$ cat config.mk
export PLATFORM = sky130hd
export DESIGN_NAME = func_sel_ctrl
export DESIGN_NICKNAME = d
export VERILOG_FILES = /design/src/rtl/func_sel_ctrl.sv
export SDC_FILE = /design/constraint.sdc
export NUM_CORES = 1
export LEC_CHECK = 0
export ABC_CLOCK_PERIOD_IN_PS = 2500
export CAP_MARGIN = 0
export CORE_AREA = 2 2 56 58
export DETAILED_ROUTE_END_ITERATION = 10
export DIE_AREA = 0 0 58 60
export PLACE_DENSITY_LB_ADDON = 0.25
export SLEW_MARGIN = 0
export SYNTH_ARGS = -nofsm -noshare
export SYNTH_HDL_FRONTEND = slang
export SYNTH_SLANG_ARGS = --single-unit
$ cat constraint.sdc
create_clock -name clk -period 2.5 [get_ports clk]
set_input_delay 0.375 -clock clk [delete_from_list [all_inputs] [get_ports clk]]
set_output_delay 0.375 -clock clk [all_outputs]
set_load 0.01 [all_outputs]
$ cat src/rtl/func_sel_ctrl.sv
// Function-select front-end: debounces three buttons, stages a 3-bit function code
// and interface select, and commits them atomically to a..d. Optional blink: FUNC_SEL_BLINK_EN.
module func_sel_ctrl #(
  parameter int DEBOUNCE_CYCLES = 4,
  parameter int TIMEOUT_CYCLES  = 32
`ifdef FUNC_SEL_BLINK_EN
  , parameter int BLINK_CYCLES  = 8
`endif
) (
  input  logic       clk,
  input  logic       rst,
  input  logic       btn_next,
  input  logic       btn_swap,
  input  logic       btn_load,
  output logic       a,
  output logic       b,
  output logic       c,
  output logic       d,
  output logic [2:0] edit_func,
  output logic       edit_dest,
  output logic       editing,
  output logic       commit_pulse,
  output logic       led_pending
);

  localparam int DB_W = (DEBOUNCE_CYCLES > 1) ? $clog2(DEBOUNCE_CYCLES) : 1;
  localparam int TO_W = (TIMEOUT_CYCLES > 1) ? $clog2(TIMEOUT_CYCLES) : 1;
  localparam logic [DB_W-1:0] DB_MAX = DB_W'(DEBOUNCE_CYCLES - 1);
  localparam logic [TO_W-1:0] TO_MAX = TO_W'(TIMEOUT_CYCLES - 1);

  typedef enum logic [1:0] {IDLE, EDIT, COMMIT} state_t;

  // Button vectors are ordered {load, swap, next}.
  logic [2:0]      raw, sync1, sync2, level, press;
  logic [DB_W-1:0] cnt [3];

  assign raw = {btn_load, btn_swap, btn_next};

  // NOTE: every clocked block uses non-blocking assignments so all registers see pre-edge values.
  always_ff @(posedge clk or posedge rst) begin
    if (rst) begin
      sync1 <= '0;
      sync2 <= '0;
      level <= '0;
      press <= '0;
      for (int i = 0; i < 3; i++) cnt[i] <= '0;
    end else begin
      sync1 <= raw;
      sync2 <= sync1;
      press <= '0;
      for (int i = 0; i < 3; i++) begin
        if (sync2[i] == level[i]) begin
          cnt[i] <= '0;
        end else if (cnt[i] == DB_MAX) begin
          cnt[i]   <= '0;
          level[i] <= sync2[i];
          press[i] <= sync2[i];
        end else begin
          cnt[i] <= cnt[i] + 1'b1;
        end
      end
    end
  end

  // Only the highest-priority press of a cycle acts.
  logic act_load, act_swap, act_next;
  assign act_load = press[2];
  assign act_swap = press[1] & ~press[2];
  assign act_next = press[0] & ~press[1] & ~press[2];

  state_t          state, state_nx;
  logic [TO_W-1:0] timer;
  logic [2:0]      func_q;
  logic            dest_q;

  always_ff @(posedge clk or posedge rst) begin
    if (rst) state <= IDLE;
    else     state <= state_nx;
  end

  // NOTE: defaulting state_nx before the case keeps this block free of latches.
  always_comb begin
    state_nx = state;
    case (state)
      IDLE:    if (act_swap || act_next) state_nx = EDIT;
      EDIT: begin
        if (act_load)                                   state_nx = COMMIT;
        else if (!act_swap && !act_next && timer == TO_MAX) state_nx = IDLE;
      end
      COMMIT:  state_nx = IDLE;
      default: state_nx = IDLE;
    endcase
  end

  // Staged and committed registers; committed values load on the edge into COMMIT.
  always_ff @(posedge clk or posedge rst) begin
    if (rst) begin
      func_q    <= '0;
      dest_q    <= 1'b0;
      edit_func <= '0;
      edit_dest <= 1'b0;
      timer     <= '0;
    end else begin
      case (state)
        IDLE: begin
          edit_func <= act_next ? func_q + 3'd1 : func_q;
          edit_dest <= act_swap ? ~dest_q : dest_q;
          timer     <= '0;
        end
        EDIT: begin
          if (act_load) begin
            func_q <= edit_func;
            dest_q <= edit_dest;
          end else if (act_swap) begin
            edit_dest <= ~edit_dest;
            timer     <= '0;
          end else if (act_next) begin
            edit_func <= edit_func + 3'd1;
            timer     <= '0;
          end else if (timer == TO_MAX) begin
            edit_func <= func_q;
            edit_dest <= dest_q;
            timer     <= '0;
          end else begin
            timer <= timer + 1'b1;
          end
        end
        default: ;
      endcase
    end
  end

  always_comb begin
    editing      = (state == EDIT);
    commit_pulse = (state == COMMIT);
  end

  assign {a, b, c} = func_q;
  assign d         = dest_q;

`ifdef FUNC_SEL_BLINK_EN
  localparam int BL_W = (BLINK_CYCLES > 1) ? $clog2(BLINK_CYCLES) : 1;
  localparam logic [BL_W-1:0] BL_MAX = BL_W'(BLINK_CYCLES - 1);

  logic [BL_W-1:0] blink_cnt;
  logic            blink_q;

  always_ff @(posedge clk or posedge rst) begin
    if (rst) begin
      blink_cnt <= '0;
      blink_q   <= 1'b0;
    end else if (state_nx == EDIT && state != EDIT) begin
      blink_cnt <= '0;
      blink_q   <= 1'b1;
    end else if (state_nx == EDIT) begin
      if (blink_cnt == BL_MAX) begin
        blink_cnt <= '0;
        blink_q   <= ~blink_q;
      end else begin
        blink_cnt <= blink_cnt + 1'b1;
      end
    end else begin
      blink_cnt <= '0;
      blink_q   <= 1'b0;
    end
  end

  assign led_pending = blink_q;
`else
  assign led_pending = editing;
`endif

endmodule

==> results.cfg <==
[synthesis]
synth_area_um2 = 1510
async_flop_share_pct = 100
yosysTopAreaCellShare_pct = 54.9
synth_area_leaders = dfrtp_1 (55%), ha_1 (6.7%), o21ai_0 (3.0%)
ys_types = 40
synth-seq-area-share_pct = 54.9
ys.flop_type = dfrtp_1
synth_nets = 147
syn_avg_cell_area_um2 = 11.2
synth-edff-count = 0
yosys.area.top_type = dfrtp_1
postSynthCellCount = 134
ys_seq_elements = 33
yosys.cell_count.top_type = dfrtp_1
netlist_top_cells_count = dfrtp_1 (33), nand2_1 (12), o21ai_0 (9)
yosys_warnings = 0

[timing]
tightest_slew_ns = 0.438
clock.fmax_mhz = 445
fin_skew_ns = 0.00847
slew_violations = 0
setup_tns_ns = 0
period_needed_ns = 2.25
finalHoldViolations = 0
rsz0062_at_grt = no
relSlewSlack_pct = 70.7
final-setup-viol-count = 0
fin_crit_sh_pct = 89.8

[routing]
ant_nets = 0
drt_wl_total_mm = 2.70
num_vias = 1062
drtIter0Drc = 47
via_per_inst = 5.68
wl_per_cell_um = 14.4
firstDrtPassIters = 4
route.detailed.drc = 0

[clock_tree]
postCtsHoldBufs = 0
cts_buffer_depth = 2
cts_setup_buffers = 0
clock_latency_ns = 0.34
cts_tree = done
cts_resized = 0
cts_max_level = 2
cts.sinks = 33
numCtsBuffers = 5
clk_pin_slew_worst_paths_ns = 0.11
ctsRootBufferMaster = clkbuf_4

[placement]
placed_cell_area_um2 = 1680
numPortBuffers = 15
finalWeightedCongestion = 0.820
hpwl_mm = 1.93

[pwr]
leakagePower_nw = 0.841
power.density_nw_per_um2 = 941
ir_drop_mv = 0.671

[die]
io_pins = 16
start_util_pct = 51.9
core_area_um2 = 2900
die_width_um = 58
dieArea_um2 = 3480
die_h_um = 60
std_cell_rows = 20

[worst_setup_path]
worstSetupEndpointType = output port
slowest_stage = clkdlybuf4s50_1
cp_max_fo = 12
path_buf_inv = 2
cp-start-kind = register
path_delay_family = buffers and inverters
cp_slowest_stage_delay_ns = 0.57
cp_cell_sequence = nand2b_1, inv_2, clkdlybuf4s50_1
r2r_slack_ns = 0.61
path_class = reg -> out
cp.arrival_ns = 1.87
cp.required_ns = 2.12

[final_layout]
syn_to_final_growth_pct = 17.0
layout.nets = 166
n_antenna_cell = 0
postLayoutCellArea_um2 = 1760
layout-drive-gt1-share_pct = 11.7

[outcome]
outcome = completed

[grt]
grt_pass1_vias = 1068
grt_overflow_total = 0
grt_max_degree = 34
grt_pass1_wl_mm = 4.75
grt.total_usage_pct = 18.8
grt_antenna_before_repair = 0

[hold_path]
worstHoldPathType = reg -> reg

[job]
cap_violations = 0
[through the flow]
| stage | power (mW) | cells | hold WS (ns) | util [%] | setup WS [ns] |
|---|---|---|---|---|---|
| after floorplan | 1.10 | 134 | 0.331 | - | 0.715 |
| after global placement | 1.23 | 179 | 0.334 | 57.8 | 0.662 |
| after detailed placement | 1.26 | 179 | 0.341 | 57.8 | 0.615 |
| after CTS | 1.68 | 187 | 0.357 | 60.6 | 0.246 |
| final | 1.66 | 187 | 0.356 | 60.6 | 0.255 |
| after global routing | 1.77 | 187 | 0.369 | 60.6 | 0.167 |
[report_power, final]
part,leakage (nW),internal (mW),switching [mW]
registers,0.430,0.651,0.115
logic,0.369,0.247,0.236
clock network,0.0414,0.212,0.195
[state kept, by name, indices dropped and copies added (netlist names)]
register and cells:
cnt 6, d 1, edit_dest 1, edit_func 3
func_q 3, level 3, press 3, state 2
sync1 3, sync2 3, timer 5
[cell type report]
| class | count | area [µm²] |
|---|---|---|
| clock buffers | 5 | 37.5 |
| clock inverters | 3 | 46.3 |
| fillers | 246 | 1140 |
| inverters | 9 | 33.8 |
| multi-input cells | 88 | 618 |
| flip-flops and latches | 33 | 826 |
| well taps | 33 | 41.3 |
| repair buffers | 16 | 158 |
[per-layer routing]
layer / vias up / track usage, % / wire, µm
met3: 5 / 5.84 / 104
met2: 20 / 31.0 / 1400
met4: 0 / 7.97 / 54
met1: 536 / 23.0 / 1140
li1: 501 / - / -
met5: - / 0 / 0
[placed cells by master (no fill, tap or decap), types with 2 or more instances in the layout]
master / Yosys / layout
dfrtp_1: 33 / 33
clkdlybuf4s50_1: 0 / 15
nand2_1: 12 / 12
o21ai_0: 9 / 9
inv_1: 8 / 8
nor2_1: 8 / 8
ha_1: 8 / 8
nor2b_1: 6 / 6
clkbuf_4: 0 / 5
mux2_2: 4 / 4
xnor2_1: 4 / 4
nor3_1: 4 / 4
a21oi_1: 3 / 3
nand2b_1: 2 / 2
o211ai_1: 2 / 2
a22o_1: 2 / 2
and3_1: 2 / 2
a211o_1: 2 / 2
nand3_1: 2 / 2
[worst paths after layout]
check / from / to / cells after the start
worst max-delay path: state[1] / led_pending / 3
worst min-delay path: sync1[2] / sync2[2] / 0
worst max register to register: timer[0] / edit_func[1] / 7
worst min register to register: sync1[2] / sync2[2] / 0
max in group asynchronous: rst / timer[1] / 3
min in group asynchronous: rst / cnt[0] / 3
[logic make-up after synthesis]
kind of cell               after synthesis  synth area share [%]
DFF                                     33                  54.9
AOI/OAI and AO/OA                       28                  13.0
muxes                                    6                  4.65
xor gates and xnor gates                 4                  2.33
adders and majority gates                8                  6.65
and+or+nand+nor                         42                  14.5
buffers and inverters                   13                  4.07
No activity file was read; power rests on OpenSTA's default activity.
